--- src/rtl/timer_pkg.sv ---
// Shared types and elaboration-time legality helpers for the timer scheduler.
package timer_pkg;

  typedef enum logic {
    IDLE = 1'b0,
    SCAN = 1'b1
  } scan_state_t;

  function automatic int clog2(input int n);
    int r;
    r = 0;
    for (int unsigned p = 1; p < n; p = p << 1) r++;
    return r;
  endfunction

  function automatic int idx_width(input int nt);
    return (nt < 2) ? 1 : clog2(nt);
  endfunction

  // A full scan must finish before the next tick arrives.
  function automatic bit tick_div_ok(input int nt, input int div);
    return div >= nt + 2;
  endfunction

  function automatic bit prescaler_fits(input int pw, input int div);
    return (longint'(1) << pw) > longint'(div - 1);
  endfunction

endpackage

--- src/rtl/tick_prescaler.sv ---
// Free-running divider producing a one-cycle tick every TICK_DIV clocks.
module tick_prescaler #(
  parameter int TICK_DIV = 27000,
  parameter int PW       = 15
) (
  input  logic clk,
  input  logic reset,
  output logic tick
);

  logic [PW-1:0] cnt;

  // tick is registered, so it is raised one count early to line up with cnt == 0.
  always_ff @(posedge clk) begin
    if (reset) begin
      cnt  <= PW'(TICK_DIV - 1);
      tick <= 1'b0;
    end else begin
      tick <= (cnt == PW'(1));
      cnt  <= (cnt == '0) ? PW'(TICK_DIV - 1) : cnt - PW'(1);
    end
  end

endmodule

--- src/rtl/timer_scheduler.sv ---
// NT countdown timers sharing one prescaler tick and one time-multiplexed decrementer.
module timer_scheduler
  import timer_pkg::*;
#(
  parameter int NT       = 4,
  parameter int TICK_DIV = 27000,
  parameter int PW       = 15,
  parameter int CW       = 16
) (
  input  logic             clk,
  input  logic             reset,
  input  logic [NT-1:0]    start,
  input  logic [NT-1:0]    stop,
  input  logic [NT-1:0]    periodic,
  input  logic [NT*CW-1:0] load_value,
  output logic [NT-1:0]    active,
  output logic [NT-1:0]    expired,
  output logic             tick,
  output logic             scan_busy
);

  localparam int IW = idx_width(NT);

  if (!tick_div_ok(NT, TICK_DIV)) begin : g_bad_div
    $fatal(1, "timer_scheduler: TICK_DIV must be at least NT+2");
  end
  if (!prescaler_fits(PW, TICK_DIV)) begin : g_bad_pw
    $fatal(1, "timer_scheduler: PW too narrow for TICK_DIV-1");
  end

  scan_state_t   state, state_n;
  logic [IW-1:0] idx, idx_n;
  logic [CW-1:0] count  [NT];
  logic [CW-1:0] reload [NT];
  logic [NT-1:0] mode;
  logic [NT-1:0] take_start;
  logic [CW-1:0] cur_count, dec_count;
  logic          hit;

  tick_prescaler #(.TICK_DIV(TICK_DIV), .PW(PW)) u_prescaler (
    .clk  (clk),
    .reset(reset),
    .tick (tick)
  );

  always_ff @(posedge clk) begin
    if (reset) begin
      state <= IDLE;
      idx   <= '0;
    end else begin
      state <= state_n;
      idx   <= idx_n;
    end
  end

  always_comb begin
    state_n = state;
    idx_n   = idx;
    case (state)
      IDLE: if (tick) begin
        state_n = SCAN;
        idx_n   = '0;
      end
      SCAN: begin
        idx_n = idx + IW'(1);
        if (idx == IW'(NT - 1)) begin
          state_n = IDLE;
          idx_n   = '0;
        end
      end
      default: state_n = IDLE;
    endcase
  end

  assign scan_busy = (state == SCAN);

  // Shared decrementer; a host strobe on the scanned slot cancels that slot's processing.
  always_comb begin
    take_start = '0;
    for (int unsigned i = 0; i < NT; i++)
      take_start[i] = start[i] && (load_value[i*CW +: CW] != '0);
    cur_count = count[idx];
    dec_count = cur_count - CW'(1);
    hit       = (state == SCAN) && active[idx] && !stop[idx] && !take_start[idx];
  end

  always_ff @(posedge clk) begin
    if (reset) begin
      active  <= '0;
      expired <= '0;
      mode    <= '0;
      for (int unsigned i = 0; i < NT; i++) begin
        count[i]  <= '0;
        reload[i] <= '0;
      end
    end else begin
      expired <= '0;
      if (hit) begin
        if (cur_count == CW'(1)) begin
          expired[idx] <= 1'b1;
          if (mode[idx]) count[idx] <= reload[idx];
          else           active[idx] <= 1'b0;
        end else begin
          count[idx] <= dec_count;
        end
      end
      for (int unsigned i = 0; i < NT; i++) begin
        if (stop[i]) begin
          active[i] <= 1'b0;
        end else if (take_start[i]) begin
          count[i]  <= load_value[i*CW +: CW];
          reload[i] <= load_value[i*CW +: CW];
          mode[i]   <= periodic[i];
          active[i] <= 1'b1;
        end
      end
    end
  end

endmodule

--- config.mk ---
export PLATFORM = sky130hd
export DESIGN_NAME = timer_scheduler
export DESIGN_NICKNAME = d
export VERILOG_FILES = /design/src/rtl/timer_pkg.sv /design/src/rtl/tick_prescaler.sv /design/src/rtl/timer_scheduler.sv
export SDC_FILE = /design/constraint.sdc
export NUM_CORES = 1
export LEC_CHECK = 0
export CAP_MARGIN = 15
export CORE_UTILIZATION = 30
export CTS_CLUSTER_DIAMETER = 120
export DETAILED_ROUTE_END_ITERATION = 6
export PLACE_DENSITY_LB_ADDON = 0.12
export SLEW_MARGIN = 20
export SYNTH_ARGS = -nofsm -noshare
export SYNTH_HDL_FRONTEND = slang
export SYNTH_SLANG_ARGS = --single-unit
export TNS_END_PERCENT = 50
--- constraint.sdc ---
create_clock -name clk -period 9.14 [get_ports clk]
set_input_delay 0.914 -clock clk [delete_from_list [all_inputs] [get_ports clk]]
set_output_delay 0.914 -clock clk [all_outputs]
set_load 0.01 [all_outputs]
* Yosys cells after proc, flatten, opt, wreduce, memory -nomap -nowiden
Memory sizes are Yosys's and may differ from the RTL's. A register that Yosys moved wholly into a read port is not among the register bits.
Index checks and enable logic that the tools add are counted.
** Word-level totals
- Register bits after elaboration :: 31
- RAM bits :: 128
- Input bits :: 78
- Output and inout port bits :: 10
- Logic and storage cells :: 146
- Memories :: 2
** Memory list
- count :: depth 4, width 16, rd ports 1, clocked after memory_dff 1, write ports 5, RTL line timer_scheduler.sv:33 : logic [CW-1:0] count [NT];
- reload :: depth 4, width 16, rd ports 1, clocked after memory_dff 1, write ports 4, RTL line timer_scheduler.sv:34 : logic [CW-1:0] reload [NT];
** Cells by class
- $add $sub $neg :: 3
- Order comparisons :: 2
- Eq/ne operators :: 8
- Muxes and demuxes :: 63
- Bitwise gates (word level) :: 18
- Reduce and logical (&&, ||, !) cells :: 37
** Operators with widths (number)
- $mux 16 :: 9
- $reduce_bool 16->1 :: 4
- $mux 1 :: 38
- $eq 16x1->1 const B :: 1
- $reduce_bool 2->1 :: 8
- $sub 16x1->16 const B :: 1
- $eq 15x1->1 const B :: 1
- $logic_not 15->1 :: 1
- $sub 15x1->15 const B :: 1
- $mux 2 :: 6
- $mux 4 :: 3
- $reduce_and 3->1 :: 4
- $reduce_or 2->1 :: 5
- $or 1x1->1 :: 9
- $bmux 1 s2 :: 4
- $logic_and 1x1->1 :: 8
- $ne 2x2->1 const B :: 4
- $reduce_and 2->1 :: 4
- $not 1->1 :: 7
- $and 4x4->4 :: 1
- $not 4->4 :: 1
- $pmux 2 s2 :: 1
- $lt 2x3->1 const B :: 1
- $reduce_or 3->1 :: 1
- 7 further kinds :: 8

* Logic depth before layout (Yosys ltp)
Gate-level depths: netlist of the first run.
- Depth in word-level cells :: 10
- Mapped depth :: 13
- Depth with buffers taken out :: 8

* By module
Synthesis of the first run repeated with hierarchy kept, for this count alone.
** Second synthesis, totals
- Cells, all modules :: 569
- Area, all modules :: 8091.5 um^2
** By module, submodules not included
- timer_scheduler :: instances 1, cells each 493, area each 7363.3 um^2, sequential area each 4184.0 um^2
- tick_prescaler :: instances 1, cells each 76, area each 728.2 um^2, sequential area each 320.3 um^2

* Least setup slack after synthesis of the first run
No wires, ideal clock.
- Kind :: input -> register
- From :: input load_value[40]
- To :: memory count[0][10] (data pin)
- Setup time :: 0.260 ns
- Arrival :: 3.893 ns
- Data required time :: 8.880 ns
- Setup slack :: 4.987 ns
- Stages :: 9
- Path buffers :: 2
- Cell sequence :: or4_1 > o41ai_1 > o22ai_1 > nor4_4 > and2_1 > buf_6 > buf_6 > mux2_4 > mux2_2
** RTL lines
- from (decl) :: RTL line timer_scheduler.sv:15 : input logic [NT*CW-1:0] load_value,
- to (decl) :: RTL line timer_scheduler.sv:33

==> summary.md, run 1 <==
| Metric | Value |
|---|---|
| Status | `finished clean` |
| DP Wirelength | `17900 µm` |
| Total number of vias | `5374` |
| Cell area after synthesis | `0.00802 mm²` |
| Area growth syn-to-layout | `22.9%` |
| Synth warn | `0` |
| Final WS setup | `4270 ps` |
| Fin nets | `747` |
| CP endpoint kind | `flip-flop` |
| Yosys cell types | `38` |
| Min-delay worst type | `flip-flop to flip-flop` |
| CTS buffer count | `17` |
| I/O pin count | `88` |
| Seq/Total Area, Yosys | `56.1%` |
| Clk pin slew, worst setup/hold paths | `70 ps` |
| Sw power | `408 µW` |
| Global route overflow | `0` |
| Post-CTS setup buffers | `0` |
| Max_slew headroom | `35.4%` |
| WP data required | `9310 ps` |
| Routability cong. | `0.809` |
| Leakage | `3.70 nW` |
| Vias per cell | `5.33` |
| Max Freq | `205 MHz` |
| DIE AREA | `0.0274 mm²` |
| Synth async-reset ratio | `0%` |
| Drt pass-1 iters | `5` |
| Slew of the pin with the lowest slew margin | `968 ps` |
| Tmin final | `4870 ps` |
| Clock Power Share | `39.3%` |
| Final Hold Fails | `0` |
| CP cell instances | `clkdlybuf4s50_1 -> or4_1 -> o41ai_1 -> buf_4 -> o311ai_0 -> nor4_4 -> and2_1 -> buf_4 -> mux2_2 -> mux2_2` |
| RSZ-0062 raised after global routing | `no` |
| Top post-synthesis cells by area | `edfxtp_1, mux2_2, mux4_2` |
| Worst skew pair latency | `420 ps` |
| Initial Util | `30.7%` |
| H-tree levels | `4` |
| Initial DRC count | `361` |
| Synthesized area per cell | `14.2 µm²` |
| Total track usage | `19.2%` |
| Max Buffers Root-to-Sink | `2` |
| Post-synth top cells | `edfxtp_1, mux2_2, and3_1` |
| Post_cts resized | `0` |
| PwrDens | `170 mW/mm²` |
| Horiz. Die Dim | `166 µm` |
| Syn Nets | `651` |
| Routed length per instance | `25.1 µm` |
| Clk sinks | `161` |
| Setup WS pre-CTS | `3990 ps` |
| Maximum number of pins on one net before global-route repair | `75` |
| ANT nets after route | `0` |
| Share of cells above drive strength 1 | `25.7%` |
| # port buffers | `87` |
| Placed cell count | `977` |
| Post-synth EDFFs | `128` |
| Maximum vdd drop | `97.8 µV` |
| Critical setup path kind | `primary input to flip-flop` |
| CTS Hold Bufs | `0` |
| Gate Count Post-Synth | `565` |
| Pint | `1.26 mW` |
| Largest area contributor in the netlist | `edfxtp_1` |
| Vias in the first global route | `5700` |
| Core Area | `0.0261 mm²` |
| Initial antenna violation count | `2` |
| Final Max Slew Viols | `0` |
| Total of max-cap violations | `0` |
| Setup crit start kind | `primary input` |
| Wire length of the first global-routing pass | `36800 µm` |
| Sw frac | `24.4%` |
| Fill count | `2519` |
| Die H | `166 µm` |
| CTS root buf | `clkbuf_16` |
| Ant. Diodes | `0` |
| Combinational power share | `9.6%` |
| Setup TNS | `0 ps` |
| Max incr delay on CP | `660 ps` |
| Flops & latches, synth | `161` |
| Clock skew | `12.3 ps` |
| Std cell rows | `59` |
| Seq pwr share | `51.1%` |
| Slowest CP cell | `o41ai_1` |
| Fin crit share | `53.3%` |
| Final WL | `25300 µm` |
| Crit Path Max Fanout | `16` |
| Main synth FF type | `edfxtp_1` |
| Final setup viols | `0` |
| Yosys top cell area share | `47.9%` |
| CP arrival | `5040 ps` |
| DRC | `0` |
| Final Non-Filler Cells | `1009` |
| CTS tree | `built` |
| Count leader, synth | `edfxtp_1` |
## per-stage QoR
stage	utilization [%]	hold WS, ps	cell area [µm²]	total power [mW]
2_1_floorplan	-	400	8020	0.938
3_3_place_gp	35.7	416	9320	1.03
3_5_place_dp	35.7	434	9320	1.03
4_1_cts	37.7	450	9860	1.68
5_1_grt	37.7	479	9860	1.72
6_report	37.7	445	9860	1.67
## worst max-delay path, delay by kind of cell
family,cells,cell delay [ps]
muxes,2,720
AOI/OAI and AO/OA,2,870
buffers and inverters,3,1020
and+or+nand+nor,3,1490
## sequential cells by signal, summed over array words and instances, names as in the netlist, named ones only
| register | count |
|---|---|
| active | 4 |
| count | 64 |
| expired | 4 |
| idx | 2 |
| mode | 4 |
| reload | 64 |
| scan_busy | 1 |
| u_prescaler.cnt | 15 |
| u_prescaler.tick | 1 |
## layer usage
layer | GRT usage, % | share of wire [%] | wire length [µm]
met3 | 2.72 | 3.2 | 811
met2 | 31.9 | 50 | 12600
met5 | 0 | 0 | 0
met4 | 7.60 | 2.6 | 656
met1 | 25.3 | 44 | 11300
## cell usage in the layout (no fill, tap or decap), types with 9 or more instances in the layout
cell type and count:
edfxtp_1 128, clkdlybuf4s50_1 87, mux2_2 70, and3_1 67
mux4_2 35, dfxtp_1 32, nand2_1 24, nor2_1 20
or4_1 19, buf_4 18, clkbuf_16 17, a21oi_1 13
inv_1 12, xnor2_1 11, o21ai_0 11, nor4_1 10
xor2_1 10, nor3_1 9
## path summary, 6_finish.rpt
kind | from | end | slack (ps) | depth (start not counted)
worst max-delay path | load_value[25] | count[3][5] | 4270 | 10
worst min-delay path | u_prescaler.cnt[0] | u_prescaler.cnt[0] | 440 | 1
worst max register to register | flip-flop | count[2][4] | 4340 | 8
worst min register to register | u_prescaler.cnt[0] | u_prescaler.cnt[0] | 440 | 1
## power groups by stage
stage | combinational, mW | sequential (mW) | clock, mW
after detailed placement | 0.160 | 0.869 | 0
after floorplan | 0.0754 | 0.862 | 0
after global routing | 0.170 | 0.858 | 0.694
after global placement | 0.160 | 0.869 | 0
final | 0.161 | 0.853 | 0.657
after CTS | 0.161 | 0.854 | 0.667
## layout make-up
type	instances	area (µm²)	area share (%)
Clock inverter	15	110	1.12
Inverter	12	45.0	0.457
Multi-Input combinational cell	364	3350	33.9
Timing Repair Buffer	105	1010	10.2
Tap cell	335	419	4.25
Sequential cell	161	4510	45.7
Clock buffer	17	425	4.32
## kinds of logic after synthesis
group	count (synthesis)	synth area share, %
fa+ha+maj	8	1.25
compound gates	44	3.99
xor+xnor	21	2.29
buf+inv	40	2.40
flops	161	56.1
simple gates	177	12.6
mux	114	21.3
Power figures use the tool's default switching activity.
==> run 2, diff against run 1 <==
==> constraint.sdc (replaced) <==
create_clock -name clk -period 4.05 [get_ports clk]
set_input_delay 0.405 -clock clk [delete_from_list [all_inputs] [get_ports clk]]
set_output_delay 0.405 -clock clk [all_outputs]
set_load 0.01 [all_outputs]
==> summary.md, run 2 (synthesis results as in run 1) <==
| Metric | Value |
|---|---|
| Tmin final | `3760 ps` |
| Max incr delay on CP | `590 ps` |
| Fill count | `2499` |
| Share of cells above drive strength 1 | `27.5%` |
| DRC | `0` |
| CTS buffer count | `17` |
| Maximum vdd drop | `260 µV` |
| RSZ-0062 raised after global routing | `no` |
| Area growth syn-to-layout | `26.5%` |
| Vias per cell | `5.35` |
| Critical setup path kind | `flip-flop to flip-flop` |
| Fin nets | `764` |
| CP delay by family, top | `simple AND/OR/NAND/NOR gates` |
| Total track usage | `20.0%` |
| DP Wirelength | `18400 µm` |
| DIE AREA | `0.0274 mm²` |
| Horiz. Die Dim | `166 µm` |
| Clk pin slew, worst setup/hold paths | `60 ps` |
| Routed length per instance | `25.4 µm` |
| Max Buffers Root-to-Sink | `2` |
| Min-delay worst type | `flip-flop to flip-flop` |
| # port buffers | `87` |
| Final Max Slew Viols | `0` |
| Wire length of the first global-routing pass | `38500 µm` |
| Max_slew headroom | `52.0%` |
| Final WL | `26100 µm` |
| Routability cong. | `0.772` |
| Commonest non-fill, non-tap cells in the layout | `edfxtp_1, clkdlybuf4s50_1, mux2_2, and3_1, mux4_2` |
| ANT nets after route | `0` |
| Most common cell after layout, fill and taps aside | `edfxtp_1` |
| Initial DRC count | `361` |
| Dpl cell area | `0.00956 mm²` |
| I/O pin count | `88` |
| Final Hold Fails | `0` |
| Final Cell Area | `0.0101 mm²` |
| Crit Path Max Fanout | `17` |
| CP arrival | `3930 ps` |
| Slowest CP cell | `or4_1` |
| Fin crit share | `92.8%` |
| Worst skew pair latency | `430 ps` |
| Die H | `166 µm` |
| Worst path bufs/invs | `3` |
| Ant. Diodes | `0` |
| WP data required | `4220 ps` |
| Worst hold start | `u_prescaler.cnt[0]` |
| Leakage | `3.85 nW` |
| Total number of vias | `5487` |
| Vias in the first global route | `5837` |
| CTS root buf | `clkbuf_16` |
| Core Area | `0.0261 mm²` |
| Clock skew | `11.9 ps` |
| Maximum number of pins on one net before global-route repair | `37` |
| Final setup viols | `0` |
| Slew of the pin with the lowest slew margin | `711 ps` |
| Worst hold slack | `450 ps` |
| Std cell rows | `59` |
| Initial antenna violation count | `0` |
| H-tree levels | `4` |
| Status | `finished clean` |
| CP cell instances | `buf_4 -> mux4_2 -> or4_1 -> or4_1 -> or2_1 -> buf_4 -> o211ai_4 -> buf_12 -> mux2_2` |
| PwrDens | `387 mW/mm²` |
| Setup crit start kind | `flip-flop` |
| Global route overflow | `0` |
| Total of max-cap violations | `0` |
| Max Freq | `266 MHz` |
| CTS tree | `built` |
| CP endpoint kind | `flip-flop` |
| Drt pass-1 iters | `5` |
| Initial Util | `30.7%` |
| Clk sinks | `161` |
| Largest regs | `count x64, reload x64, u_prescaler.cnt x15` |
[run 2: path summary, 6_finish.rpt]
check	end	slack, ps	cells past startpoint
max	count[3][8]	290	9
min	u_prescaler.cnt[0]	450	1
max reg2reg	count[3][8]	290	9
min reg2reg	u_prescaler.cnt[0]	450	1
[run 2: stage by stage]
stage	setup TNS, ps	power [mW]	util, %	cells	worst slack (ps)
2_1_floorplan	0	2.12	-	565	322
3_3_place_gp	-33300	2.33	36.6	994	-378
3_5_place_dp	-33670	2.34	36.6	994	-381
4_1_cts	0	3.95	38.8	1026	47.0
5_1_grt	0	4.05	38.8	1026	101
6_report	0	3.93	38.8	1026	290
[run 2: area by class of cell]
| cell class | count | area, µm² | share of cell area (%) |
|---|---|---|---|
| inverters | 12 | 45.0 | 0.444 |
| repair buffers | 122 | 1250 | 12.3 |
| well taps | 335 | 419 | 4.13 |
| multi-input cells | 364 | 3350 | 33.0 |
| clock buffers | 18 | 429 | 4.23 |
| flip-flops and latches | 161 | 4510 | 44.4 |
| clock inverters | 14 | 154 | 1.52 |
[run 2: routing by layer]
layer | share of wire, % | vias to the layer above | track usage (%)
li1 | - | 2454 | -
met1 | 43 | 2878 | 26.0
met2 | 52 | 141 | 34.8
met3 | 3.7 | 14 | 2.95
met4 | 1.1 | 0 | 4.59
met5 | 0 | - | 0
[run 2: what timing repair did]
| action | 4_1_cts | 5_1_grt |
|---|---|---|
| gates resized for setup | 0 | 1 |
| setup endpoints to repair | 0 | 56 |
| setup buffers | 0 | 0 |
| hold buffers | 0 | 0 |
[run 2: report_power, final]
group | switching, mW | internal, mW | total (mW)
clock | 0.708 | 0.919 | 1.63
sequential | 0.0328 | 1.89 | 1.92
combinational | 0.197 | 0.181 | 0.378
total | 0.938 | 2.99 | 3.93
